--- src/rtl/aes_inv_mix_columns_iter.sv ---
// Iterative AES InvMixColumns: accepts a 128-bit state, transforms one column per
// clock through a single shared GF(2^8) column datapath, returns the registered result.
module aes_inv_mix_columns_iter (
    input  logic         clk_i,
    input  logic         rst_ni,
    input  logic         in_valid_i,
    output logic         in_ready_o,
    input  logic [127:0] state_i,
    output logic         out_valid_o,
    input  logic         out_ready_i,
    output logic [127:0] state_o,
    output logic         busy_o
);

    typedef enum logic [1:0] {
        IDLE = 2'd0,
        CALC = 2'd1,
        DONE = 2'd2
    } fsm_t;

    fsm_t         fsm_q;
    logic [1:0]   col_cnt;
    logic [127:0] work_q;
    logic [6:0]   col_base;
    logic [31:0]  col_in;
    logic [31:0]  col_out;

    // Multiply by x modulo 0x11B.
    function automatic logic [7:0] xtime(input logic [7:0] a);
        return {a[6:0], 1'b0} ^ (a[7] ? 8'h1b : 8'h00);
    endfunction

    function automatic logic [7:0] mul09(input logic [7:0] a);
        logic [7:0] a2, a4, a8;
        a2 = xtime(a);
        a4 = xtime(a2);
        a8 = xtime(a4);
        return a8 ^ a;
    endfunction

    function automatic logic [7:0] mul0b(input logic [7:0] a);
        logic [7:0] a2, a4, a8;
        a2 = xtime(a);
        a4 = xtime(a2);
        a8 = xtime(a4);
        return a8 ^ a2 ^ a;
    endfunction

    function automatic logic [7:0] mul0d(input logic [7:0] a);
        logic [7:0] a2, a4, a8;
        a2 = xtime(a);
        a4 = xtime(a2);
        a8 = xtime(a4);
        return a8 ^ a4 ^ a;
    endfunction

    function automatic logic [7:0] mul0e(input logic [7:0] a);
        logic [7:0] a2, a4, a8;
        a2 = xtime(a);
        a4 = xtime(a2);
        a8 = xtime(a4);
        return a8 ^ a4 ^ a2;
    endfunction

    function automatic logic [31:0] inv_mix_col(input logic [31:0] col);
        logic [7:0] a0, a1, a2, a3;
        logic [7:0] b0, b1, b2, b3;
        a0 = col[7:0];
        a1 = col[15:8];
        a2 = col[23:16];
        a3 = col[31:24];
        b0 = mul0e(a0) ^ mul0b(a1) ^ mul0d(a2) ^ mul09(a3);
        b1 = mul09(a0) ^ mul0e(a1) ^ mul0b(a2) ^ mul0d(a3);
        b2 = mul0d(a0) ^ mul09(a1) ^ mul0e(a2) ^ mul0b(a3);
        b3 = mul0b(a0) ^ mul0d(a1) ^ mul09(a2) ^ mul0e(a3);
        return {b3, b2, b1, b0};
    endfunction

    // The one column datapath instance, steered by col_cnt.
    assign col_base = {col_cnt, 5'd0};
    assign col_in   = work_q[col_base +: 32];
    assign col_out  = inv_mix_col(col_in);

    // Handshake/status outputs depend only on the registered FSM state.
    assign in_ready_o  = (fsm_q == IDLE);
    assign out_valid_o = (fsm_q == DONE);
    assign busy_o      = (fsm_q == CALC) || (fsm_q == DONE);

    // NOTE: all state here is updated with non-blocking assignments so every
    // register samples pre-edge values regardless of statement order.
    always_ff @(posedge clk_i or negedge rst_ni) begin
        if (!rst_ni) begin
            fsm_q   <= IDLE;
            col_cnt <= 2'd0;
            // NOTE: the working register is reset too; it costs little and keeps
            // a discarded mid-flight state from lingering after reset.
            work_q  <= '0;
            state_o <= '0;
        end else begin
            unique case (fsm_q)
                IDLE: begin
                    if (in_valid_i) begin
                        work_q  <= state_i;
                        col_cnt <= 2'd0;
                        fsm_q   <= CALC;
                    end
                end
                CALC: begin
                    state_o[col_base +: 32] <= col_out;
                    col_cnt                 <= col_cnt + 2'd1;
                    if (col_cnt == 2'd3) begin
                        fsm_q <= DONE;
                    end
                end
                DONE: begin
                    if (out_ready_i) begin
                        fsm_q <= IDLE;
                    end
                end
                default: begin
                    fsm_q <= IDLE;
                end
            endcase
        end
    end

endmodule

--- config.mk ---
export PLATFORM = sky130hd
export DESIGN_NAME = aes_inv_mix_columns_iter
export DESIGN_NICKNAME = d
export VERILOG_FILES = /design/src/rtl/aes_inv_mix_columns_iter.sv
export SDC_FILE = /design/constraint.sdc
export NUM_CORES = 1
export LEC_CHECK = 0
export ABC_AREA = 1
export CORE_MARGIN = 1.5
export CORE_UTILIZATION = 59
export CTS_BUF_LIST = sky130_fd_sc_hd__clkbuf_4 sky130_fd_sc_hd__clkbuf_8 sky130_fd_sc_hd__clkbuf_16
export DETAILED_ROUTE_END_ITERATION = 10
export PLACE_DENSITY = 0.87
export RECOVER_POWER = 100
export SLEW_MARGIN = 10
export SYNTH_ARGS = -nofsm -noshare
export SYNTH_HDL_FRONTEND = slang
export SYNTH_SLANG_ARGS = --single-unit
--- constraint.sdc ---
create_clock -name clk_i -period 7.8 [get_ports clk_i]
set_clock_uncertainty 0.1 [all_clocks]
set_input_delay 1.56 -clock clk_i [delete_from_list [all_inputs] [get_ports clk_i]]
set_output_delay 1.56 -clock clk_i [all_outputs]
set_load 0.02 [all_outputs]
* Yosys cells after proc, flatten, opt, wreduce, memory -nomap -nowiden
Cells that the tools add are included.
** Storage, ports and cells
- Flip-flop bits (word level) :: 260
- Word-level logic and storage cells :: 88
- Output and inout port bits :: 131
** Operators by class
- Mux-type cells :: 19
- Eq/ne operators :: 6
- Bitwise gates (word level) :: 48
- Add/sub/neg operators :: 2
- Reductions and logical operators :: 6
- Shifts and indexed selects :: 3
** Operators by type and width (count)
- 8-bit XOR :: 38
- 128-bit bitwise mux :: 1
- 32-bit by 9-bit variable shift with 128-bit output (first input constant) :: 1
- 128-bit by 8-bit indexed part select with 32-bit output :: 1
- 32-bit by 9-bit indexed part select with 128-bit output :: 1
- 8-bit by 5-bit XOR with 8-bit output :: 10
- 5-bit two-way mux :: 12
- 7-bit negator with 9-bit output :: 1
- 2-bit two-way mux :: 4
- 2-bit case mux with 3 select lines :: 1
- 2-bit equality test (second input constant) :: 2
- 2-bit by 1-bit inequality test with 1-bit output (second input constant) :: 2
- 2-bit case mux with 2 select lines :: 1
- 2-bit AND reduction :: 2
- 3-bit AND reduction :: 1
- 2-bit by 1-bit adder with 2-bit output (second input constant) :: 1
- 2-bit by 1-bit equality test with 1-bit output (second input constant) :: 1
- 2-bit zero test :: 1
- 2-bit inequality test (second input constant) :: 1
- 2-bit nonzero test :: 1
- 1-bit logical OR :: 1

* Longest topological paths before layout
- Depth in word-level cells :: 14
- Mapped depth :: 22

* Worst setup path after synthesis
OpenSTA, ideal clock, no wires.
- Kind :: input to register
- Start :: input port in_valid_i
- End :: register work_q[100]
- Slack :: 4.891 ns
- Setup time :: 0.125 ns
- Data arrival time :: 2.684 ns
- Stages on the path :: 4
- Buffers on the path :: 2
- Path through :: nand2_1 clkbuf_1 clkbuf_1 mux2_2
** Between the ends
- Cells in the longest elaborated chain, start to end :: 1
** Ends and longest elaborated chain
- start: declaration :: RTL line 6 : input logic in_valid_i,
- 2-bit AND reduction (no line)
- end signal: assignment :: RTL line 103 : work_q <= state_i;
- end: declaration :: RTL line 23 : logic [127:0] work_q;
No other way between the ends.
A chain may end at the register's enable or synchronous reset.

* Worst setup path in the final report
- Start :: register col_cnt[0]
- End :: register state_o[116]
** Between the ends
- Cells in the longest elaborated chain, start to end :: 12
** Ends and longest elaborated chain
- start: declaration :: RTL line 22 : logic [1:0] col_cnt;
- start signal: assignment :: RTL line 110 : col_cnt <= col_cnt + 2'd1;
- 128-bit by 8-bit indexed part select with 32-bit output :: RTL line 81 : assign col_in = work_q[col_base +: 32];
- 8-bit by 5-bit XOR with 8-bit output or 5-bit two-way mux (tied branches) (2 in a row) :: RTL line 30 : return {a[6:0], 1'b0} ^ (a[7] ? 8'h1b : 8'h00);
- 5-bit two-way mux or 8-bit by 5-bit XOR with 8-bit output (tied branches) :: RTL line 30
- 8-bit XOR or 8-bit by 5-bit XOR with 8-bit output (tied branches) :: RTL line 30
- 8-bit XOR (on tied branches) :: RTL line 54, 62, 46
- 8-bit XOR (on tied branches) :: RTL line 62, 46, 54
- 8-bit XOR (on tied branches) (3 in a row)
- 32-bit by 9-bit indexed part select with 128-bit output :: RTL line 109 : state_o[col_base +: 32] <= col_out;
- 128-bit bitwise mux * :: RTL line 109
- end signal: indexed assignment :: RTL line 109
- end: declaration :: RTL line 11 : output logic [127:0] state_o,
Every way passes the cells marked *; elsewhere a longest branch is shown, timed or not.

==> flow_summary.yaml <==
synthesis:
  yosys_warnings: 0
  syn_nets: 2032
  ys_seq_area_share_pct: 41.9
  ys_ff_latch: 260
  avgSynthCellArea_um2: 8.22
  synthArstFlopShare_pct: 100
  synthCells: 1892
  synthFlopType: "dfrtp_1"
  synth_edf_count: 0
  synth.distinct_cells: 38
  syn-cell-area_mm2: 0.0155
clock_tree:
  cts_tree: "done"
  clock_path_buffers: 3
  numCtsBuffers: 27
  worstSkewPairLatency_ns: 0.54
  postCtsHoldBufs: 0
  cts_setup_buffers: 0
  cts.clk_slew.worst_paths_ns: 0.06
  clock_sinks: 260
  cts_root_buf: "clkbuf_16"
  h-tree-depth: 1
  postCtsResizedCells: 0
hold_path:
  min_path_cells: 2
  hold_path.class: "reg2reg"
grt:
  antenna_found_initial: 0
  grt_pass1_wl_um: 73300
  grt_use_total_pct: 34.8
  grt_overflow: 0
  grt_max_degree: 186
  grt_pass1_vias: 13800
critical_path:
  startpoint: "col_cnt[0]"
  critical_path_peak_fanout: 75
  r2r_slack_ns: 2.05
  cp.arrival_ns: 6.13
  worstReg2RegStart: "col_cnt[0]"
  cp.required_ns: 8.18
  worst_setup_path_end_kind: "register"
  criticalPathCategory: "reg2reg"
  reg2reg_to: "state_o[116]"
  endpoint: "state_o[116]"
  startpoint_type: "register"
  r2r_cells: 18
floorplanning:
  initial_core_util_pct: 59.8
  placementRows: 59
  die_w_um: 165
  die_height_um: 165
  die_area_mm2: 0.0273
  core_area_mm2: 0.0260
  ios: 263
final_layout:
  antenna_cells: 0
  fill_cells: 1893
  areaGrowthSynthToFinish_pct: 22.8
  drive_above_1_share_pct: 14.9
  fin_nets: 2260
place:
  io_buffers: 262
  routabilityCongestion: 1.01
  hpwl_um: 34100
routing:
  viasPerCell: 5.72
  finalWirelength_um: 46900
  drc: 0
  avgRoutedWirePerCell_um: 19.0
  drt_iter0_markers: 1460
  vias: 14100
  ant_nets: 0
  dr.pass1.iters: 6
sta:
  timing.fmax_mhz: 174
  hold_violations: 0
  setup_viol: 0
  drv_slew: 280
  min_period_ns: 5.75
  tns_ns: 0
  rsz0062_at_grt: "no"
  relSlewSlack_pct: -169
  finalCritPeriodShare_pct: 73.8
  worst_pin_slew_ns: 4.03
status:
  status: "finished with violations"
  violations: "max-capacitance violations, max-slew violations"
flow_run:
  drv_cap: 4
[registers in the layout, summed over array words and instances (netlist names)]
signal and count:
state_o 128, work_q 128, col_cnt 2, fsm_q 2
[placed cells by master, fill, tap and decap left out, types with 3 or more instances in the layout]
cell / Yosys / routed
o21ai_0: 20 / 21
nand2_2: 71 / 57
buf_4: 4 / 9
nand2_1: 792 / 812
a22o_1: 8 / 8
xor2_1: 73 / 74
clkbuf_4: 0 / 7
nor2_1: 21 / 24
inv_1: 59 / 61
clkbuf_8: 0 / 8
or2_1: 6 / 4
clkdlybuf4s50_1: 0 / 129
inv_2: 22 / 20
nand3b_1: 10 / 10
nand4_1: 36 / 36
clkinv_2: 1 / 3
a21o_1: 3 / 3
nand3_2: 13 / 12
xnor2_1: 39 / 40
nand2_4: 26 / 20
xnor2_2: 11 / 10
clkbuf_16: 0 / 27
nand3_1: 189 / 190
a21oi_1: 3 / 3
xor2_2: 6 / 5
nor2_2: 6 / 3
mux2_2: 125 / 124
dlygate4sd3_1: 0 / 132
dfrtp_1: 260 / 259
ha_1: 8 / 8
[worst min path at each step]
stage | end | from
6_report | state_o[29] | state_o[29]
3_5_place_dp | state_o[66] | state_o[66]
3_3_place_gp | state_o[66] | state_o[66]
4_1_cts | state_o[29] | state_o[29]
5_1_grt | state_o[61] | state_o[61]
2_1_floorplan | fsm_q[1] | fsm_q[1]
[stage by stage]
stage / instance area [um^2] / setup slack [ns] / util, % / hold WS (ns) / cells
2_1_floorplan: 15500 / 4.89 / - / 0.378 / 1892
3_3_place_gp: 18300 / 3.70 / 70.5 / 0.361 / 2426
3_5_place_dp: 18300 / 3.66 / 70.5 / 0.366 / 2426
4_1_cts: 19200 / 3.85 / 74.0 / 0.385 / 2473
5_1_grt: 19100 / 1.73 / 73.5 / 0.396 / 2473
6_report: 19100 / 2.05 / 73.5 / 0.376 / 2473
[cell usage after synthesis (3+ instances only)]
| library cell | number | area, um^2 |
|---|---|---|
| clkbuf_1 | 34 | 128 |
| buf_4 | 4 | 30.0 |
| xnor2_2 | 11 | 179 |
| nand2_1 | 792 | 2970 |
| a21oi_1 | 3 | 15.0 |
| nand3b_1 | 10 | 75.1 |
| nor2_1 | 21 | 78.8 |
| nand2_2 | 71 | 444 |
| ha_1 | 8 | 100 |
| xor2_2 | 6 | 97.6 |
| nor2_2 | 6 | 37.5 |
| a21o_1 | 3 | 22.5 |
| inv_2 | 22 | 82.6 |
| xnor2_1 | 39 | 342 |
| nand3_1 | 189 | 946 |
| a22o_1 | 8 | 70.1 |
| o21ai_0 | 20 | 100 |
| mux2_2 | 125 | 1410 |
| buf_6 | 9 | 101 |
| or2_1 | 6 | 37.5 |
| inv_1 | 59 | 221 |
| xor2_1 | 73 | 639 |
| buf_2 | 15 | 75.1 |
| nand3_2 | 13 | 130 |
| nand2_4 | 26 | 293 |
| dfrtp_1 | 260 | 6510 |
| nand4_1 | 36 | 225 |
| buf_1 | 10 | 37.5 |
[cell families (layout without fill, tap and decap cells)]
group | Yosys count | in the layout | share of synthesized area (%)
AOI/OAI and AO/OA | 37 | 37 | 1.53
buffers and inverters | 158 | 404 | 4.65
xor gates and xnor gates | 131 | 131 | 8.44
DFF | 260 | 260 | 41.9
adders and majority gates | 8 | 8 | 0.644
muxes | 125 | 125 | 9.06
and+or+nand+nor | 1173 | 1173 | 33.8
[per-layer routing]
layer | GRT usage [%] | wire (um) | part of all wire [%] | vias up
met4 | 14.9 | 2250 | 4.8 | 0
li1 | - | - | - | 6516
met5 | 0 | 0 | 0 | -
met3 | 6.47 | 4060 | 8.6 | 135
met2 | 58.8 | 22200 | 47 | 734
met1 | 43.9 | 18500 | 39 | 6751
[area by class of cell]
type                    instances  area, um^2  share of cell area [%]
clock buffers                  42         838                    4.39
clock inverters                 5        75.1                   0.393
inverters                      84         322                    1.68
multi-input cells            1474        8220                    43.1
flip-flops and latches        260        6510                    34.1
well taps                     335         419                    2.20
repair buffers                273        2710                    14.2
[critical path, stage by stage, from the launching register on]
cell     delay, ns
dfrtp_1       1.98
inv_4         0.86
nand2_1       0.34
nand3_1       0.14
nand2_1       0.40
nand2_2       0.08
nand2_1       0.30
nand2_1       0.11
nand2_2       0.19
nand2_1       0.10
nand3_1       0.12
nand2_1       0.06
nand2_1       0.17
nand2_1       0.13
nand2_1       0.09
nand2_1       0.07
nor2_1        0.16
nand3_1       0.11
nand2_1       0.09
Power is not shown: default switching activity piles up to over one toggle a cycle in this logic, so the estimate is an artifact.
